**config.mk**
```make
export PLATFORM = sky130hd
export DESIGN_NAME = ifft4_stream
export DESIGN_NICKNAME = d
export VERILOG_FILES = /design/src/rtl/ifft4_pkg.sv /design/src/rtl/ifft4_btf.sv /design/src/rtl/ifft4_stream.sv
export SDC_FILE = /design/constraint.sdc
export NUM_CORES = 1
export LEC_CHECK = 0
export ABC_AREA = 1
export CAP_MARGIN = 0
export CORE_MARGIN = 2
export CORE_UTILIZATION = 68
export DETAILED_ROUTE_END_ITERATION = 8
export PLACE_DENSITY = 0.89
export SLEW_MARGIN = 20
export SYNTH_ARGS = -nofsm -noshare
export SYNTH_HDL_FRONTEND = slang
export SYNTH_HIERARCHICAL = 1
export SYNTH_SLANG_ARGS = --single-unit
```
**constraint.sdc**
```tcl
create_clock -name clk -period 13.4 [get_ports clk]
set_clock_uncertainty 0.2 [all_clocks]
set_input_delay 1.34 -clock clk [delete_from_list [all_inputs] [get_ports clk]]
set_output_delay 1.34 -clock clk [all_outputs]
set_load 0.03 [all_outputs]
```
**src/rtl/ifft4_pkg.sv**
```systemverilog
// Shared types and arithmetic helpers for the streaming 4-point inverse FFT.
package ifft4_pkg;

  localparam int DW = 8;
  localparam int N  = 4;

  typedef struct packed {
    logic signed [DW-1:0] re;
    logic signed [DW-1:0] im;
  } cplx_t;

  typedef enum logic [2:0] {
    IDLE,
    S1A,
    S1B,
    S2A,
    S2B
  } state_t;

  // (a+b)>>>1 computed one bit wider, so the result always fits in DW
  function automatic logic signed [DW-1:0] half_add(input logic signed [DW-1:0] a,
                                                    input logic signed [DW-1:0] b);
    logic signed [DW:0] s;
    s = {a[DW-1], a} + {b[DW-1], b};
    return s[DW:1];
  endfunction

  // (a-b)>>>1 computed one bit wider, so the result always fits in DW
  function automatic logic signed [DW-1:0] half_sub(input logic signed [DW-1:0] a,
                                                    input logic signed [DW-1:0] b);
    logic signed [DW:0] s;
    s = {a[DW-1], a} - {b[DW-1], b};
    return s[DW:1];
  endfunction

endpackage

```
**src/rtl/ifft4_btf.sv**
```systemverilog
// Combinational radix-2 butterfly with halving: p=(a+w*b)/2, m=(a-w*b)/2, w in {1,+j}.
module ifft4_btf
  import ifft4_pkg::*;
(
  input  cplx_t a,
  input  cplx_t b,
  input  logic  tw_j,
  output cplx_t p,
  output cplx_t m
);

  // +j*b is (-b.im, b.re); folded into add/sub choice to avoid negating b
  always_comb begin
    if (tw_j) begin
      p.re = half_sub(a.re, b.im);
      p.im = half_add(a.im, b.re);
      m.re = half_add(a.re, b.im);
      m.im = half_sub(a.im, b.re);
    end else begin
      p.re = half_add(a.re, b.re);
      p.im = half_add(a.im, b.im);
      m.re = half_sub(a.re, b.re);
      m.im = half_sub(a.im, b.im);
    end
  end

endmodule

```
**src/rtl/ifft4_stream.sv**
```systemverilog
// Streaming 4-point inverse FFT, one complex sample per cycle in and out.
// Optional start-of-frame alignment (in_sof / frame_err) with IFFT4_SOF_EN.
// Component width is ifft4_pkg::DW.
module ifft4_stream
  import ifft4_pkg::*;
(
  input  logic          clk,
  input  logic          rst,
  input  logic          in_valid,
  input  logic [DW-1:0] in_re,
  input  logic [DW-1:0] in_im,
`ifdef IFFT4_SOF_EN
  input  logic          in_sof,
  output logic          frame_err,
`endif
  output logic          out_valid,
  output logic [DW-1:0] out_re,
  output logic [DW-1:0] out_im,
  output logic          out_last
);

  logic [1:0]  cnt;
  logic        sel;
  logic [1:0]  wr_k;
  logic        frame_done;
  cplx_t       bank [2][N];
  state_t      state, state_nxt;
  cplx_t       btf_a, btf_b, btf_p, btf_m;
  logic        tw_j;
  logic        cmp_wr;
  logic [1:0]  p_idx, m_idx;
  logic        load;
  cplx_t       osr [N];
  logic [N-1:0] ovld, olst;

`ifdef IFFT4_SOF_EN
  logic sof_hit;
  assign sof_hit = in_valid & in_sof;
  assign wr_k    = sof_hit ? 2'd0 : cnt;
`else
  assign wr_k    = cnt;
`endif
  assign frame_done = in_valid && (wr_k == 2'd3);

  // Sample counter and ping-pong bank select
  always_ff @(posedge clk or posedge rst) begin
    if (rst) begin
      cnt <= '0;
      sel <= 1'b0;
`ifdef IFFT4_SOF_EN
      frame_err <= 1'b0;
`endif
    end else begin
      if (in_valid) begin
        cnt <= wr_k + 2'd1;
        if (frame_done) sel <= ~sel;
      end
`ifdef IFFT4_SOF_EN
      frame_err <= sof_hit && (cnt != 2'd0);
`endif
    end
  end

  // Collection writes bank[sel]; in-place compute writes bank[~sel]
  always_ff @(posedge clk or posedge rst) begin
    if (rst) begin
      for (int unsigned b = 0; b < 2; b++)
        for (int unsigned k = 0; k < N; k++)
          bank[b][k] <= '0;
    end else begin
      if (in_valid) bank[sel][wr_k] <= {in_re, in_im};
      if (cmp_wr) begin
        bank[~sel][p_idx] <= btf_p;
        bank[~sel][m_idx] <= btf_m;
      end
    end
  end

  // Compute FSM state register
  always_ff @(posedge clk or posedge rst) begin
    if (rst) state <= IDLE;
    else     state <= state_nxt;
  end

  // Compute FSM next state; a new frame can complete exactly in S2B
  always_comb begin
    state_nxt = IDLE;
    unique case (state)
      IDLE:    state_nxt = frame_done ? S1A : IDLE;
      S1A:     state_nxt = S1B;
      S1B:     state_nxt = S2A;
      S2A:     state_nxt = S2B;
      S2B:     state_nxt = frame_done ? S1A : IDLE;
      default: state_nxt = IDLE;
    endcase
  end

  // Butterfly operand routing and write-back per compute step.
  // S2A leaves x0 in slot 0 and x2 in slot 1 so a1/b1 survive for S2B.
  always_comb begin
    btf_a  = bank[~sel][0];
    btf_b  = bank[~sel][2];
    tw_j   = 1'b0;
    cmp_wr = 1'b0;
    p_idx  = 2'd0;
    m_idx  = 2'd2;
    load   = 1'b0;
    unique case (state)
      S1A: begin
        cmp_wr = 1'b1;
      end
      S1B: begin
        btf_a  = bank[~sel][1];
        btf_b  = bank[~sel][3];
        cmp_wr = 1'b1;
        p_idx  = 2'd1;
        m_idx  = 2'd3;
      end
      S2A: begin
        btf_a  = bank[~sel][0];
        btf_b  = bank[~sel][1];
        cmp_wr = 1'b1;
        p_idx  = 2'd0;
        m_idx  = 2'd1;
      end
      S2B: begin
        btf_a  = bank[~sel][2];
        btf_b  = bank[~sel][3];
        tw_j   = 1'b1;
        load   = 1'b1;
      end
      default: ;
    endcase
  end

  ifft4_btf u_btf (
    .a    (btf_a),
    .b    (btf_b),
    .tw_j (tw_j),
    .p    (btf_p),
    .m    (btf_m)
  );

  // Output shift register: parallel load of x0..x3, then shift in zeros
  always_ff @(posedge clk or posedge rst) begin
    if (rst) begin
      for (int unsigned i = 0; i < N; i++) osr[i] <= '0;
      ovld <= '0;
      olst <= '0;
    end else if (load) begin
      osr[0] <= bank[~sel][0];
      osr[1] <= btf_p;
      osr[2] <= bank[~sel][1];
      osr[3] <= btf_m;
      ovld   <= '1;
      olst   <= 4'b1000;
    end else begin
      for (int unsigned i = 0; i < N-1; i++) osr[i] <= osr[i+1];
      osr[N-1] <= '0;
      ovld     <= {1'b0, ovld[N-1:1]};
      olst     <= {1'b0, olst[N-1:1]};
    end
  end

  assign out_valid = ovld[0];
  assign out_last  = olst[0];
  assign out_re    = osr[0].re;
  assign out_im    = osr[0].im;

endmodule

```
==> run metrics, run 1 <==
post-synth design cell area ~13000 um2; Hold Startpoint ovld[2]$_DFF_PP0_; placer congestion estimate 1.03; Syn Area/Cell 6.78 um2; die footprint 19900 um2; DRC violations left 0; hold endpoint ovld[1]$_DFF_PP0_; Period Utilization, post-route between 30% and 40%; Worst-path clk slew 0.06 ns; share of cells above drive strength 1 around 4.5%; r2r setup slk 8.29 ns; Tmin final 5.11 ns; Inserted Diodes 0; Post-synth EDFFs 0; initial antenna violation count 0; WP buf/inv 4; worst-case clock buffer depth 3; CTS resizes 0; Max Freq 196 MHz; crit path from state[1]$_DFF_PP0_; Rows 50; setup TNS 0 ns; CP Launch Type register; clock sink count 205; Worst Path Class, Setup register to register; synthesis-to-layout area growth 6.62%; status complete, no violations; worst rel slew slack around 33%; FILL cells 1502; maxcap violations 0; reg-to-reg startpoint state[1]$_DFF_PP0_; Seq/Total Area, Yosys 40.1%; max-slew violations 0; Final nets ~1.9k; Die Y between 100 and 150 um; first-pass GRT wire length roughly 58000 um; DPL Wire Length around 24000 um; CTS tree done; slowest stage delay, CP 0.70 ns; I/O Buffers 36; WL/cell 17.3 um; dpl cells about 2k; Synth top area share 40.1%; total grt overflow 0; Initial Util between 60 and 70%; Ys Warns 6; Hold Path Depth 1; Async SR Flop Fraction 100%; Clock Latency Late Sink 0.51 ns; Crit path max-delay family buffers and inverters; largest net degree at the start of global routing 139; Yosys cell types 44; Slew @ Worst Pin 1.01 ns; GRT Total Usage 36.8%; hold-fix buffer count after cts 0; I/O Pins 37; Iteration-0 DRC Markers between 1.5k and 2k; core area approximately 19000 um2; Hold WS 0.237 ns; crit end category register; DR pass1 iterations 6; Routed WL ~36000 um; Die X 141 um; Main synth FF type dfrtp_1; antenna-violating nets left 0; Post-Layout Cell Count around 2.1k; Synth Net Count a little under 2k; area leader, netlist dfrtp_1; FF+latch count, synth 205; RSZ-0062 raised after global routing no; reg2reg path depth 13; crit-path cells nor2_1 -> nand2_2 -> buf_4 -> inv_2 -> buf_4 -> o21ai_0 -> inv_1 -> fa_1 -> o21ai_1 -> a31oi_1 -> xor2_1 -> nand3_1 -> nand3_1; post-CTS setup buffers 0; vias in the first global route 11.2k; Fin. Hold Viols 0; critical-path cell with the highest stage delay dfrtp_1; Vias 12.3k; CP Max Fanout 67; setup violators final 0; Area contributors post-synth dfrtp_1 40%, nand2_1 28%, nand3_1 7.2%; Cells after Synth 1889; via/cell ratio 5.86; Reg-to-Reg End bank[109]$_DFF_PP0_; CTS H-Tree Depth 1; Critical Path RT 13.65 ns; CP arrival around 5.4 ns; CTS buffer count 23; Clock Tree Root clkbuf_16; Hold Path Class register to register
state kept, by name, indices dropped and copies added (netlist names):
name / flops
bank: 128
state: 3
out_re: 8
cnt: 2
sel: 1
ovld: 3
osr: 48
olst: 4
out_im: 8
final cells by class:
cell class	count	area, um2	area share, %
Clock buffer	34	667	4.89
Sequential cell	205	5130	37.6
Inverter	143	547	4.01
Tap cell	234	293	2.15
Clock inverter	5	77.6	0.568
Timing Repair Buffer	44	420	3.08
Multi-Input combinational cell	1428	6510	47.7
cells in the final DEF (no fill, tap or decap), drive strengths merged, types with 2 or more instances in the layout:
master	synthesis	final
inv	143	143
nand3	193	193
xnor2	2	2
dfrtp	205	205
ha	35	35
clkbuf	23	34
nor2	42	42
fa	4	4
and2	2	2
buf	90	8
o21bai	4	4
o21ai	140	140
xor2	15	15
clkinv	0	2
bufinv	0	2
nand4	3	3
clkdlybuf4s50	0	36
or2	6	6
a21oi	16	16
a31oi	3	3
o31ai	2	2
nand2	950	950
nor3	4	4
cells in the mapped netlist (2+ instances only):
cell type,instances
buf_1,2
nor3_1,4
a21oi_1,16
nand3_2,8
buf_4,26
inv_2,10
nand4_1,3
nor2_8,2
nor2_1,35
o21bai_1,4
dfrtp_1,205
or2_2,2
or2_1,3
clkbuf_2,2
buf_6,4
o31ai_1,2
nand3_1,184
o21ai_2,5
a31oi_1,3
nor2_4,4
inv_1,132
and2_1,2
xnor2_1,2
ha_1,35
clkbuf_1,21
o21ai_1,24
nand2_1,944
o21ai_0,111
buf_2,58
nand2_4,2
nand2_2,4
xor2_1,15
fa_1,4
worst register-to-register path: stages (launching register included):
cell     delay (ns)
dfrtp_1        0.70
nor2_1         0.16
nand2_2        0.08
buf_4          0.58
inv_2          0.47
buf_4          0.47
o21ai_0        0.49
inv_1          0.15
fa_1           0.45
o21ai_1        0.30
a31oi_1        0.15
xor2_1         0.55
nand3_1        0.18
nand3_1        0.12
logic make-up (layout without fill, tap and decap cells):
family | after synthesis | in the layout | synth area share, %
AND/OR/NAND/NOR | 1204 | 1204 | 38.7
XOR/XNOR | 17 | 17 | 1.16
buffers and inverters | 256 | 226 | 9.11
flip-flops | 205 | 205 | 40.1
adder cells (fa/ha/maj) | 39 | 39 | 4.05
AO/OA/AOI/OAI | 168 | 168 | 6.92
worst max-delay path by stage:
stage / end / slack [ns] / cells after the start
2_1_floorplan: bank[0]$_DFF_PP0_ / 6.26 / 1
3_3_place_gp: bank[45]$_DFF_PP0_ / 8.57 / 13
5_1_grt: bank[45]$_DFF_PP0_ / 7.99 / 13
4_1_cts: bank[45]$_DFF_PP0_ / 8.41 / 13
3_5_place_dp: bank[45]$_DFF_PP0_ / 8.47 / 13
6_report: bank[109]$_DFF_PP0_ / 8.29 / 13
routing by layer:
layer	GRT usage (%)	share of wire, %	vias up
li1	-	-	5772
met1	52.7	40	5587
met2	57.1	45	803
met3	8.22	13	105
met4	9.79	2.2	0
met5	0	0	-
metrics by stage:
stage	setup WS (ns)	cell area (um2)	util, %
detailed placement	8.47	12900	69.4
floorplan	6.26	12800	-
global placement	8.57	12900	69.4
finish	8.29	13600	73.4
global route	7.99	13600	73.4
CTS	8.41	13600	73.4
Power of run 1 is left out: the tool's default activity adds up to more than one toggle a clock period on the data nets, which glitch-free logic cannot reach.
==> run 2, diff against run 1 <==
- CORE_UTILIZATION: 68 -> 63
- PLACE_DENSITY: 0.89 -> 0.83
- clock period: 13.4 -> 4.9 ns (I/O delays scaled with it)
==> run 2 against run 1 <==
  * Via count hardly changed
  * Sequential cell count stayed put
  * Fmax is 17% higher
  * Clock-buffer cell count is 2 higher
  * Non-clock buffer count is 19 higher
  * Final cell count is 2.7% higher
  * First-iteration DRC count is 26% lower
  * Worst hold slack worse by 0.095 ns
  * Routed wire length is 3.8% higher
  * Register-to-register slack worse by 7.7 ns
  * Setup slack worse by 7.7 ns
==> run metrics, run 2 (synthesis gave the netlist of run 1 again) <==
setup TNS 0 ns (unchanged); I/O Buffers 36 (unchanged); Die Y 147 um (+3.8%); CP Max Fanout 13 (-81%); core area 20100 um2 (+8.2%); maxcap violations 0 (unchanged); CTS buffer count 23 (unchanged); Tmin final 4.35 ns (-0.761 ns); Worst-path clk slew 0.06 ns (about the same); Slew @ Worst Pin 0.975 ns (-0.0313 ns); Crit path max-delay family simple AND/OR/NAND/NOR gates; Clock Tree Root clkbuf_16; Hold Path Class input port to async pin; WL/cell 17.5 um (+1.1%); crit-path cells inv_1 -> nand2_1 -> nand2_1 -> nand2_1 -> nand3_1 -> nand3_1 -> inv_1 -> ha_1 -> inv_1 -> o21ai_0 -> inv_1 -> fa_1 -> o21ai_1 -> nand2_1 -> nand3_1 -> inv_1 -> nand3_1 -> nand2_1 -> nand3_1 -> nand3_1; crit end category register; Clock Latency Late Sink 0.54 ns (+0.03 ns); Routed WL 37700 um (+3.8%); CTS H-Tree Depth 1 (unchanged); setup ws final 0.547 ns (-7.74 ns); max-slew violations 0 (unchanged); Final nets 1922 (+1.0%); commonest non-fill, non-tap cell in the layout nand2_1; Inserted Diodes 0 (unchanged); Post-Place Worst Slack 0.636 ns (-7.83 ns); DPL Wire Length 25700 um (+8.0%); synthesis-to-layout area growth 8.48%; antenna-violating nets left 0 (unchanged); share of cells above drive strength 1 5.59% (+1.1 points); RSZ-0062 raised after global routing no; setup violators final 0 (unchanged); Largest regs bank (128), osr (48); I/O Pins 37 (unchanged); CTS resizes 0 (unchanged); Die X 147 um (+3.8%); CP Launch Type register; most frequent cells in the layout 944 x nand2_1, 204 x dfrtp_1, 184 x nand3_1; Critical Path RT 5.10 ns (-8.55 ns); total grt overflow 0 (unchanged); FILL cells 1727 (+15%); worst rel slew slack 34.8% (+1.9 points); clock sink count 205 (unchanged); DRC violations left 0 (unchanged); hold-fix buffer count after cts 0 (unchanged); placer congestion estimate 0.953 (-7.8%); Max Freq 230 MHz (+17%); slowest stage delay, CP 0.72 ns (+0.02 ns); Period Utilization, post-route 88.8% (+51 points); largest net degree at the start of global routing 66 (-53%); Iteration-0 DRC Markers 1322 (-26%); GRT Total Usage 36.1% (-0.66 points); cell mode on critical path nand3_1; initial antenna violation count 0 (unchanged); CTS tree done; Vias 12.3k (-0.033%); first-pass GRT wire length 61500 um (+5.6%); Worst Path Class, Setup register to register; register name with the most flops bank; WP buf/inv 5 (+1); status complete, no violations; vias in the first global route 11.6k (+3.1%); DR pass1 iterations 6 (unchanged); Initial Util 63.7% (-5.2 points); number of flip-flops under the largest register name 128 (unchanged); via/cell ratio 5.70 (-2.7%); worst-case clock buffer depth 3 (unchanged); CP arrival 4.55 ns (-0.81 ns); critical-path cell with the highest stage delay dfrtp_1; post-CTS setup buffers 0 (unchanged); Rows 52 (+4.0%); die footprint 21500 um2 (+7.7%); Fin. Hold Viols 0 (unchanged)
[run 2: per-stage QoR]
stage               cell area (um2)  util, %  hold slack [ns]  cells
detailed placement            13100     65.1            0.222   2109
CTS                           13900     69.1            0.156   2150
global route                  13900     69.1            0.181   2150
floorplan                     12800        -            0.213   1889
finish                        13900     69.1            0.141   2150
global placement              13100     65.1            0.218   2109
[run 2: worst paths after layout]
check                              startpoint             endpoint  slack, ns  cells after the start
min reg2reg                 ovld[2]$_DFF_PP0_    ovld[1]$_DFF_PP0_       0.24                      1
max reg2reg                state[1]$_DFF_PP0_   bank[47]$_DFF_PP0_       0.55                     20
max in group asynchronous                 rst  out_re[4]$_DFF_PP0_       3.18                      3
max                        state[1]$_DFF_PP0_   bank[47]$_DFF_PP0_       0.55                     20
min                                       rst    osr[35]$_DFF_PP0_       0.14                      2
min in group clk            ovld[2]$_DFF_PP0_    ovld[1]$_DFF_PP0_       0.24                      1
[run 2: worst register-to-register path, delay by kind of cell, from the launching register on]
family | cells | cell delay [ns]
flops | 1 | 0.72
fa+ha+maj | 2 | 0.74
compound gates | 2 | 0.72
buf+inv | 5 | 0.42
simple gates | 11 | 1.43
[run 2: final cells by class]
| type | count | area, um2 | share of cell area (%) |
|---|---|---|---|
| Multi-Input combinational cell | 1428 | 6510 | 46.9 |
| Sequential cell | 205 | 5130 | 37.0 |
| Tap cell | 270 | 338 | 2.43 |
| Clock inverter | 5 | 104 | 0.748 |
| Timing Repair Buffer | 63 | 563 | 4.06 |
| Clock buffer | 36 | 694 | 5.00 |
| Inverter | 143 | 543 | 3.91 |
[run 2: routing by layer]
| layer | wire (um) | GRT usage (%) | share of wire, % |
|---|---|---|---|
| met1 | 15800 | 52.4 | 42 |
| met5 | 0 | 0 | 0 |
| met3 | 4740 | 8.50 | 13 |
| met2 | 15700 | 52.5 | 42 |
| met4 | 1440 | 14.5 | 3.8 |
Power of run 2 is left out for the same reason.
